<file path="src/rtl/simt_reconv_stack.sv">
// Per-warp SIMT reconvergence stack.
// Each warp tracks its active thread mask across nested divergent branches.
// A divergent branch runs the taken threads first. The first sync at the
// reconvergence point switches to the not-taken threads. The second sync
// restores the pre-branch mask and resumes after the sync instruction.
module simt_reconv_stack #(
  parameter  int NUM_WARPS   = 8,
  parameter  int NUM_THREADS = 8,
  parameter  int DEPTH       = 4,
  parameter  int PC_W        = 10,
  localparam int WID_W       = (NUM_WARPS > 1) ? $clog2(NUM_WARPS) : 1
) (
  input  logic                           clk,
  input  logic                           rst,
  input  logic                           init_valid,
  input  logic [WID_W-1:0]               init_warp,
  input  logic [NUM_THREADS-1:0]         init_mask,
  input  logic                           br_valid,
  input  logic [WID_W-1:0]               br_warp,
  input  logic [NUM_THREADS-1:0]         br_taken,
  input  logic [PC_W-1:0]                br_target,
  input  logic [PC_W-1:0]                br_fallthru,
  input  logic                           sync_valid,
  input  logic [WID_W-1:0]               sync_warp,
  input  logic [PC_W-1:0]                sync_pc,
  output logic [NUM_WARPS*NUM_THREADS-1:0] active_mask_flat,
  output logic [NUM_WARPS-1:0]           redirect_vec,
  output logic [NUM_WARPS*PC_W-1:0]      redirect_pc_flat,
  output logic [NUM_WARPS-1:0]           stack_empty,
  output logic                           err_overflow,
  output logic                           err_underflow
);

  localparam int SP_W  = $clog2(DEPTH + 1);
  localparam int IDX_W = (DEPTH > 1) ? $clog2(DEPTH) : 1;

  typedef logic [NUM_THREADS-1:0] mask_t;
  typedef logic [PC_W-1:0]        pc_t;
  typedef logic [SP_W-1:0]        sp_t;
  typedef logic [IDX_W-1:0]       idx_t;

  localparam sp_t SP_FULL = sp_t'(DEPTH);
  localparam sp_t SP_ONE  = sp_t'(1);

  // Architectural per-warp state
  mask_t            mask_q        [NUM_WARPS];
  mask_t            mask_d        [NUM_WARPS];
  sp_t              sp_q          [NUM_WARPS];
  sp_t              sp_d          [NUM_WARPS];
  logic [DEPTH-1:0] pending_q     [NUM_WARPS];
  logic [DEPTH-1:0] pending_d     [NUM_WARPS];
  pc_t              redirect_pc_q [NUM_WARPS];
  pc_t              redirect_pc_d [NUM_WARPS];
  logic [NUM_WARPS-1:0] redirect_q, redirect_d;
  logic             err_ov_q, err_ov_d;
  logic             err_un_q, err_un_d;

  // Stack payload; the pending bit decides whether an entry is meaningful
  mask_t alt_mask_q   [NUM_WARPS][DEPTH];
  pc_t   alt_pc_q     [NUM_WARPS][DEPTH];
  mask_t saved_mask_q [NUM_WARPS][DEPTH];

  logic [NUM_WARPS-1:0] push_en;
  idx_t                 push_idx [NUM_WARPS];

  // Only one branch arrives per cycle, so its split is computed once
  mask_t br_a, br_t, br_n;
  assign br_a = mask_q[br_warp];
  assign br_t = br_taken & br_a;
  assign br_n = br_a & ~br_t;

  // Next-state: init wins over branch, branch wins over sync on one warp
  always_comb begin
    logic init_hit, br_hit, sync_hit;
    idx_t top;
    // NOTE: every _d gets a default before any branch so no path can leave
    // it unassigned; an unassigned path would infer a latch.
    mask_d        = mask_q;
    sp_d          = sp_q;
    pending_d     = pending_q;
    redirect_pc_d = redirect_pc_q;
    redirect_d    = '0;
    err_ov_d      = 1'b0;
    err_un_d      = 1'b0;
    push_en       = '0;
    for (int w = 0; w < NUM_WARPS; w++) begin
      push_idx[w] = idx_t'(sp_q[w]);
      top         = idx_t'(sp_q[w] - SP_ONE);
      init_hit    = init_valid && (init_warp == WID_W'(w));
      br_hit      = br_valid   && (br_warp   == WID_W'(w));
      sync_hit    = sync_valid && (sync_warp == WID_W'(w));
      if (init_hit) begin
        mask_d[w] = init_mask;
        sp_d[w]   = '0;
      end else if (br_hit) begin
        if (br_t != '0) begin
          redirect_d[w]    = 1'b1;
          redirect_pc_d[w] = br_target;
          if (br_n != '0) begin
            if (sp_q[w] != SP_FULL) begin
              push_en[w]                 = 1'b1;
              pending_d[w][push_idx[w]] = 1'b1;
              mask_d[w]                  = br_t;
              sp_d[w]                    = sp_q[w] + SP_ONE;
            end else begin
              err_ov_d = 1'b1;
            end
          end
        end
      end else if (sync_hit) begin
        if (sp_q[w] == '0) begin
          err_un_d = 1'b1;
        end else if (pending_q[w][top]) begin
          mask_d[w]         = alt_mask_q[w][top];
          redirect_d[w]     = 1'b1;
          redirect_pc_d[w]  = alt_pc_q[w][top];
          pending_d[w][top] = 1'b0;
        end else begin
          mask_d[w]        = saved_mask_q[w][top];
          redirect_d[w]    = 1'b1;
          redirect_pc_d[w] = sync_pc;
          sp_d[w]          = sp_q[w] - SP_ONE;
        end
      end
    end
  end

  // Control state register with synchronous reset
  always_ff @(posedge clk) begin
    // NOTE: sequential state uses non-blocking assignment so every register
    // samples the pre-edge values regardless of statement order.
    if (rst) begin
      for (int w = 0; w < NUM_WARPS; w++) begin
        mask_q[w]        <= '0;
        sp_q[w]          <= '0;
        pending_q[w]     <= '0;
        redirect_pc_q[w] <= '0;
      end
      redirect_q <= '0;
      err_ov_q   <= 1'b0;
      err_un_q   <= 1'b0;
    end else begin
      mask_q        <= mask_d;
      sp_q          <= sp_d;
      pending_q     <= pending_d;
      redirect_pc_q <= redirect_pc_d;
      redirect_q    <= redirect_d;
      err_ov_q      <= err_ov_d;
      err_un_q      <= err_un_d;
    end
  end

  // Stack payload write on push
  always_ff @(posedge clk) begin
    // NOTE: the payload array is deliberately not reset; it is only read
    // below sp, and every entry there was written by the push that
    // incremented sp.
    for (int w = 0; w < NUM_WARPS; w++) begin
      if (push_en[w]) begin
        alt_mask_q[w][push_idx[w]]   <= br_n;
        alt_pc_q[w][push_idx[w]]     <= br_fallthru;
        saved_mask_q[w][push_idx[w]] <= br_a;
      end
    end
  end

  // Flatten per-warp registers onto the output buses
  always_comb begin
    active_mask_flat = '0;
    redirect_pc_flat = '0;
    stack_empty      = '0;
    for (int w = 0; w < NUM_WARPS; w++) begin
      active_mask_flat[w*NUM_THREADS +: NUM_THREADS] = mask_q[w];
      redirect_pc_flat[w*PC_W +: PC_W]               = redirect_pc_q[w];
      stack_empty[w]                                 = (sp_q[w] == '0);
    end
  end

  assign redirect_vec  = redirect_q;
  assign err_overflow  = err_ov_q;
  assign err_underflow = err_un_q;

endmodule

</file>
<file path="config.mk">
export PLATFORM = sky130hd
export DESIGN_NAME = simt_reconv_stack
export DESIGN_NICKNAME = d
export VERILOG_FILES = /design/src/rtl/simt_reconv_stack.sv
export SDC_FILE = /design/constraint.sdc
export NUM_CORES = 1
export LEC_CHECK = 0
export BUFFER_PORTS_ARGS = -buffer_cell sky130_fd_sc_hd__buf_2
export CAP_MARGIN = 15
export CORE_MARGIN = 4
export CORE_UTILIZATION = 55
export DETAILED_ROUTE_END_ITERATION = 12
export PLACE_DENSITY = 0.81
export SLEW_MARGIN = 10
export SYNTH_ARGS = -nofsm -noshare
export SYNTH_HDL_FRONTEND = slang
export SYNTH_SLANG_ARGS = --single-unit
</file>
<file path="constraint.sdc">
create_clock -name clk -period 13.25 [get_ports clk]
set_clock_uncertainty 0.15 [all_clocks]
set_input_delay 2.65 -clock clk [delete_from_list [all_inputs] [get_ports clk]]
set_output_delay 2.65 -clock clk [all_outputs]
set_load 0.005 [all_outputs]
</file>
==> reports/summary.txt <==
outcome -> complete, no violations
CTS tree -> yes
Synth warnings -> 0
fraction of layout cells with a size suffix above 1 -> 22.7%
Mean Syn Cell Area -> 15.3 µm²
cts hold-fix bufs -> 0
Peak VDD IR -> 107 µV
Clock Tree Root -> clkbuf_16
initial core utilization -> 55.5%
fin crit share -> 56.4%
Slew Limit Fails -> 0
grt ovf -> 0
post-CTS sizing -> 0
met1 Track Usage GR -> 44.1%
Max-cap violations -> 0
Top FF cell, synth -> edfxtp_1
#FFs+latches synth -> 1042
GRT Overall Usage -> 32.0%
final wirelength -> 138000 µm
Worst Path Arrival -> 7600 ps
met2 usage -> 45.9%
Die Y -> 290 µm
Post-Synthesis Cells -> 2871
hpwl dp -> 86000 µm
RSZ-0062 raised after global routing -> false
Crit Path Class -> input port to flop
Post-CTS Setup Repair Bufs -> 0
GPL Wtd Cong -> 1.01
Critical Path RT -> 13370 ps
DR pass1 iterations -> 6
nets -> 3171
first-pass GRT wire length -> 195000 µm
Core Box Area -> 79000 µm²
Clk Latency, worst-skew pair -> 670 ps
CP Capture Type -> flop
CTS clk-pin slew, worst paths -> 60 ps
Seq/Total Area, Yosys -> 66.6%
fmax -> 134 MHz
die area -> 84300 µm²
largest fanout on the critical path -> 45
Leak -> 16.5 nW
Setup TNS -> 0 ps
Die Wd -> 290 µm
Place WS -> 5280 ps
H-Tree Depth -> 3
Netlist Area Pre-Place -> 43800 µm²
DR WL/cell -> 32.7 µm
Slew @ Worst Pin -> 1280 ps
setup ws final -> 5770 ps
Clock Sinks -> 1042
number of synthesized flops with an enable pin -> 832
met3 Usage GRT -> 11.4%
number of global-route vias before repair -> 27700
Cell variety after synth -> 74
min Tclk post-route -> 7480 ps
Min-Delay Path Class -> flop to flop
Power Dens Cells -> 146 nW/µm²
vias per cell -> 6.75
final hold violation count -> 0
CP startpoint kind -> input port
pin count of the biggest net entering global routing -> 68
GR peak layer -> met2
CTS buffer count -> 102
num rows -> 103
port bufs -> 221
drt drc -> 0
Area Growth Syn to Fin -> 13.0%
Relative slew margins -> 13.8%
antenna-violating nets left -> 0
via count -> 28400
Max Buffers Root-to-Sink -> 3
final setup fails -> 0
initial antenna violation count -> 26
fraction of registers with async set/reset -> 0%
DR iter-0 viols -> 5244
num ports -> 222
Synthesized Nets -> 2979
-- placed cells by master, fill, tap and decap left out, drive strengths merged, types with 4 or more instances in the layout --
| cell type | count |
|---|---|
| buf | 295 |
| and2 | 20 |
| mux2i | 224 |
| a31oi | 16 |
| clkinv | 35 |
| o22ai | 9 |
| mux4 | 216 |
| nand3 | 31 |
| a41oi | 5 |
| nor2b | 15 |
| nor2 | 184 |
| dfxtp | 210 |
| diode | 17 |
| a311oi | 25 |
| ha | 48 |
| or3 | 4 |
| bufinv | 10 |
| clkbuf | 138 |
| a2111oi | 4 |
| o21ai | 109 |
| nor3 | 41 |
| nor4 | 22 |
| o211ai | 61 |
| a211oi | 46 |
| nand2 | 265 |
| a211o | 22 |
| o21a | 13 |
| and3 | 15 |
| a21oi | 101 |
| edfxtp | 832 |
| inv | 68 |
| nand2b | 9 |
| xnor2 | 6 |
| a22oi | 9 |
-- worst paths after layout --
check	from	end	slack, ps	cells past startpoint
setup / recovery	br_warp[1]	alt_pc_q[0][2]	5770	12
hold / removal	redirect_pc_flat[64]	redirect_pc_flat[64]	300	2
setup reg to reg	active_mask_flat[36]	alt_pc_q[0][2]	7890	10
hold reg to reg	redirect_pc_flat[64]	redirect_pc_flat[64]	300	2
-- cell families after synthesis --
kind of cell	Yosys count	share of synthesized area (%)
AOI/OAI and AO/OA	441	6.76
xor gates and xnor gates	6	0.120
muxes	442	16.3
adders and majority gates	48	1.37
buffers and inverters	270	2.62
and+or+nand+nor	622	6.27
DFF	1042	66.6
-- report_power, final --
part | internal (mW) | switching, mW | leakage, nW
logic | 0.207 | 0.433 | 5.55
clock network | 1.70 | 1.24 | 1.67
registers | 3.60 | 0.0595 | 9.25
-- synth_stat cells (4+ instances only) --
cell type  instances  area [µm²]
clkbuf_1         123         462
mux4_2           216        4860
nor3_1            40         200
ha_1              48         601
o211ai_1          60         450
a31oi_1           16         100
inv_1             62         233
nand3_1           31         155
o21ai_0          108         541
or3_1              4        25.0
nor4_1            21         131
a22oi_1            9        67.6
nor2_1           182         683
buf_2             23         115
mux2i_1          224        2240
o21a_1            13        97.6
clkbuf_2           4        20.0
a21oi_1           96         480
buf_4              4        30.0
nor2b_1           15        93.8
buf_1             43         161
nand2_1          265         995
nand2b_1           9        56.3
xnor2_1            6        52.6
a41oi_1            5        43.8
edfxtp_1         832       25000
and3_1            15        93.8
a2111oi_0          4        35.0
a311oi_1          25         219
o22ai_1            8        50.1
dfxtp_1          210        4200
a211o_1           22         193
buf_6              9         101
and2_1            20         125
a211oi_1          46         345
-- layout make-up --
class / instances / area [µm²]
Antenna cell: 17 / 42.5
Clock buffer: 138 / 2830
Clock inverter: 52 / 564
Fill cell: 5406 / 29500
Inverter: 63 / 236
Multi-Input combinational cell: 1559 / 13500
Sequential cell: 1042 / 29200
Tap cell: 1050 / 1310
Timing Repair Buffer: 295 / 1780
-- metal layers --
layer | up-vias | wire, µm
met5 | - | 81
met4 | 12 | 7120
met3 | 410 | 21700
met2 | 2284 | 59600
met1 | 14200 | 49300
li1 | 11600 | -
-- stage by stage --
step | instance area (µm²) | util, % | instances | hold slack [ps] | total power, mW
finish | 49500 | 62.7 | 4216 | 303 | 7.24
global route | 49500 | 62.6 | 4200 | 325 | 7.43
CTS | 49300 | 62.4 | 4192 | 304 | 7.22
detailed placement | 45900 | 58.1 | 4002 | 296 | 4.34
global placement | 45900 | 58.1 | 4002 | 292 | 4.31
floorplan | 43800 | - | 2871 | 285 | 4.05
-- flip-flops by register name (all words and copies together) (netlist names) --
register / count
alt_pc_q: 320
alt_mask_q: 256
saved_mask_q: 256
redirect_pc_flat: 80
active_mask_flat: 64
pending_q: 32
push_idx: 16
redirect_vec: 8
sp_q: 8
err_overflow: 1
err_underflow: 1
-- critical path, stage by stage --
cell      delay (ps)
buf_2             80
buf_4            530
mux2i_1          180
a22oi_1          190
o211ai_1         200
inv_2            620
and2_1           590
and4b_4          380
nor2_4           730
and3_1           370
nand2_1          140
inv_1            850
(Power assumes the default switching activity.)
